**src/rtl/rc4_phase_sequencer.sv**
```systemverilog
// rc4_phase_sequencer: sequences init/shuffle/decrypt over the RC4 key space and steps the candidate key
module rc4_phase_sequencer #(
  parameter int KEY_WIDTH = 24,
  parameter logic [KEY_WIDTH-1:0] KEY_START = 24'h000000,
  parameter logic [KEY_WIDTH-1:0] KEY_LAST = 24'h3FFFFF
) (
  input  logic                 clk,
  input  logic                 reset,
  input  logic                 start,
  input  logic                 init_done,
  input  logic                 shuffle_done,
  input  logic                 decrypt_done,
  input  logic                 decrypt_valid,
  output logic                 start_init,
  output logic                 start_shuffle,
  output logic                 start_decrypt,
  output logic [9:0]           ram_sel,
  output logic [KEY_WIDTH-1:0] key,
  output logic                 busy,
  output logic                 found,
  output logic                 failed
);
  typedef enum logic [3:0] {
    IDLE, INIT_GO, INIT_WAIT, SHUF_GO, SHUF_WAIT, DEC_GO, DEC_WAIT, CHECK, FOUND, FAIL
  } state_t;
  state_t state, state_n;
  logic valid;
  logic restart;
  assign restart = start && (state == IDLE || state == FOUND || state == FAIL);
  always_comb begin
    state_n = state;
    case (state)
      IDLE, FOUND, FAIL: state_n = start ? INIT_GO : state;
      INIT_GO:           state_n = INIT_WAIT;
      INIT_WAIT:         state_n = init_done ? SHUF_GO : INIT_WAIT;
      SHUF_GO:           state_n = SHUF_WAIT;
      SHUF_WAIT:         state_n = shuffle_done ? DEC_GO : SHUF_WAIT;
      DEC_GO:            state_n = DEC_WAIT;
      DEC_WAIT:          state_n = decrypt_done ? CHECK : DEC_WAIT;
      CHECK:             state_n = valid ? FOUND : (key == KEY_LAST) ? FAIL : INIT_GO;
      default:           state_n = IDLE;
    endcase
  end
  always_ff @(posedge clk) begin
    if (reset) begin
      state         <= IDLE;
      valid         <= 1'b0;
      key           <= KEY_START;
      ram_sel       <= 10'd0;
      start_init    <= 1'b0;
      start_shuffle <= 1'b0;
      start_decrypt <= 1'b0;
      busy          <= 1'b0;
      found         <= 1'b0;
      failed        <= 1'b0;
    end else begin
      state         <= state_n;
      valid         <= (state == DEC_WAIT && decrypt_done) ? decrypt_valid : valid;
      key           <= restart ? KEY_START : (state == CHECK && state_n == INIT_GO) ? key + KEY_WIDTH'(1) : key;
      ram_sel       <= (state_n == INIT_GO) ? 10'd0 : (state_n == SHUF_GO) ? 10'd1 : (state_n == DEC_GO) ? 10'd3 : ram_sel;
      start_init    <= state_n == INIT_GO;
      start_shuffle <= state_n == SHUF_GO;
      start_decrypt <= state_n == DEC_GO;
      busy          <= !(state_n inside {IDLE, FOUND, FAIL});
      found         <= state_n == FOUND;
      failed        <= state_n == FAIL;
    end
  end
endmodule

```
**config.mk**
```make
export PLATFORM = sky130hd
export DESIGN_NAME = rc4_phase_sequencer
export DESIGN_NICKNAME = d
export VERILOG_FILES = /design/src/rtl/rc4_phase_sequencer.sv
export SDC_FILE = /design/constraint.sdc
export NUM_CORES = 1
export LEC_CHECK = 0
export CELL_PAD_IN_SITES_DETAIL_PLACEMENT = 1
export CELL_PAD_IN_SITES_GLOBAL_PLACEMENT = 1
export CORE_ASPECT_RATIO = 0.75
export CORE_UTILIZATION = 33
export DETAILED_ROUTE_END_ITERATION = 6
export GPL_ROUTABILITY_DRIVEN = 0
export PLACE_DENSITY_LB_ADDON = 0.1
export SLEW_MARGIN = 25
export SYNTH_ARGS = -nofsm -noshare
export SYNTH_HDL_FRONTEND = slang
export SYNTH_SLANG_ARGS = --single-unit
```
**constraint.sdc**
```tcl
create_clock -name clk -period 1.84 [get_ports clk]
set_input_delay 0.184 -clock clk [delete_from_list [all_inputs] [get_ports clk]]
set_output_delay 0.184 -clock clk [all_outputs]
set_load 0.005 [all_outputs]
```
==> results of run 1 <==
-- cells in the final DEF, fill, tap and decap left out, drive strengths merged, types with 5 or more instances in the layout --
master,Yosys,layout
clkbuf,6,8
conb,1,8
xnor2,6,6
a21oi,18,18
buf,13,53
nand2,18,18
o21ai,9,9
dfxtp,37,37
nor2,21,21
nand3,13,13
or3,7,7
nor3,11,11
clkdlybuf4s50,0,38
nand4,6,6
nor4,5,5
or4,6,6
-- metal layers --
metal	GRT usage (%)	up-vias	wire, µm
li1	-	976	-
met2	28.5	31	2370
met1	29.6	933	3410
met4	4.84	0	27
met5	0	-	0
met3	3.44	2	194
-- final timing paths --
kind,slack (ps),cells past startpoint,to,start
min reg2reg,520,2,key[13],key[13]
max reg2reg,-90,8,key[10],key[20]
max,-90,8,key[10],key[20]
min,510,3,valid,decrypt_valid
-- where the power goes --
part	internal [mW]	switching, mW
Sequential	0.820	0.0122
Clock	0.269	0.272
Combinational	0.0923	0.120
Total	1.18	0.404
-- layout make-up --
type | instances | area (µm²)
Inverter | 2 | 7.51
Tap cell | 75 | 93.8
Sequential cell | 37 | 754
Timing Repair Buffer | 91 | 807
Fill cell | 644 | 2550
Multi-Input combinational cell | 171 | 1170
Clock buffer | 8 | 80.1
-- stage by stage --
step	area, µm²	setup TNS [ps]	util, %	cells	worst slack (ps)
2_1_floorplan	1940	0	-	229	3.59
4_1_cts	2790	0	51.0	379	1.58
3_3_place_gp	2680	-6.15	48.9	370	-6.15
5_1_grt	2920	-861	53.3	384	-169
3_5_place_dp	2680	-118	48.9	370	-36.9
6_report	2920	-126	53.3	384	-89.5
-- critical path: cells and delay by family (launching register included) --
kind	cells	cell delay, ps
xor gates and xnor gates	1	160
AOI/OAI and AO/OA	1	160
DFF	1	360
buffers and inverters	3	400
and+or+nand+nor	3	740
-- synthesized netlist by cell type (all sizes together) (3+ instances only) --
master | instances | area [µm²]
nand4 | 6 | 37.5
nor2b | 3 | 18.8
nor2 | 21 | 78.8
buf | 13 | 97.6
xnor2 | 6 | 52.6
a21oi | 18 | 116
nor4 | 5 | 61.3
or3 | 7 | 43.8
a211oi | 3 | 22.5
and3 | 4 | 25.0
or4 | 6 | 48.8
o21ai | 9 | 60.1
xor2 | 3 | 26.3
nand3 | 13 | 70.1
dfxtp | 37 | 741
a31oi | 3 | 18.8
nand2 | 18 | 67.6
clkbuf | 6 | 22.5
o31ai | 4 | 30.0
nor3 | 11 | 60.1
-- kinds of logic (layout without fill, tap and decap cells) --
kind of cell / Yosys count / in the layout / synth area share, %
mux: 2 / 2 / 1.11
xor+xnor: 9 / 9 / 4.11
flops: 37 / 37 / 38.6
other cells: 1 / 8 / 0.196
compound gates: 46 / 46 / 17.0
buf+inv: 21 / 101 / 6.66
fa+ha+maj: 1 / 1 / 0.653
simple gates: 105 / 105 / 31.7
-- flip-flops by register name, summed over array words and instances, names as in the netlist --
name / count
ram_sel: 2
key: 24
start_init: 1
failed: 1
found: 1
state: 4
valid: 1
start_decrypt: 1
busy: 1
start_shuffle: 1
-- what timing repair did --
item | in CTS | in global routing
endpoints found under the setup margin | 9 | 22
gates resized for setup | 8 | 27
pin swaps | 4 | 11
setup buffers | 1 | 5
==> results.toml, run 1 <==
[timing]
rsz0062_at_grt = "true"
min_period_over_period_pct = 105
finalSetupViolCount = 3
hold_viol_final = 0
timing.final.max_slew_violations = 0
post-route-min-period_ps = 1930
layout_setup_ws_ps = -89.5
fin_skew_ps = 7.59
fmax_mhz = 518
hold_slack_ps = 510

[route]
viasPerCell = 5.06
antenna_left = 0
finalWirelength_um = 6000
vias = 1942
drc = 0
drt_iter0_drc = 60
first_pass_iters = 4
wl_per_cell_um = 15.6

[cts]
clk_pin_slew_worst_paths_ps = 70
root_buffer = "clkbuf_8"
cts_tree = "done"
clock_path_buffers = 2
cts_buffers = 5
htreeDepth = 2
cts_hold_buf = 0
clock_latency_ps = 280
cts.sinks = 37

[floorplan]
ios = 47
die-area_mm2 = 0.00612
row_count = 23
core_mm2 = 0.00547
start_util_pct = 35.1
die_x_um = 90.0
dieHeight_um = 68.0

[placed_design]
hpwlAfterDp_um = 4520
io_buffers = 38

[outcome]
status = "finished with violations"
violations = "negative setup slack"

[worst_setup_path]
crit_type = "flop to flop"
required_ps = 2010
start_kind = "flop"
crit_arrival_ps = 2100
end_kind = "flop"
path_cells = "nand3_1, or4_4, o21ai_2, buf_6, buf_4, buf_4, xor2_1, nor2_1"
crit_fanout = 7
crit_top_cell = "buf_4"
slowest_delay_ps = 550
critPathSlowestCell = "or4_4"

[grt]
grt_usage_pct = 19.6
antenna_found_initial = 0
grt_max_degree = 19
grt_pass1_vias = 1790
grt_pass1_wl_um = 9340
globalRouteOverflowTotal = 0

[power]
power.leakage_nw = 1.09
total_power_mw = 1.59
power_density_mw_per_mm2 = 544
peakVddDrop_mv = 0.267

[synthesis]
synth_warnings = 0
netlist_area_mm2 = 0.00192
ys_ff_latch = 37
synth_ff_type = "dfxtp_1"
synthCells = 222
ys_types = 49
async_flop_share_pct = 0
syn_area_per_cell_um2 = 8.63
synth_edf_count = 0
yosysSeqAreaShare_pct = 38.6

[final_layout]
n_antenna_cell = 0
post_route_cells_drive_above_1_share_pct = 33.3
layout.nets = 316
area_growth_syn_to_layout_pct = 52.2

[min_path]
hold_path.class = "primary input to flop"

[run]
drv_cap = 0
Power figures use the tool's default switching activity.
==> run 2: changes to the inputs <==
--- a/config.mk
+++ b/config.mk
@@ -5,6 +5,7 @@
 export SDC_FILE = /design/constraint.sdc
 export NUM_CORES = 1
 export LEC_CHECK = 0
+export CAP_MARGIN = 20
 export CELL_PAD_IN_SITES_DETAIL_PLACEMENT = 1
 export CELL_PAD_IN_SITES_GLOBAL_PLACEMENT = 1
 export CORE_ASPECT_RATIO = 0.75
==> results of run 2 <==
Same layout as run 1: the final DEF is identical, and so are final timing and power.
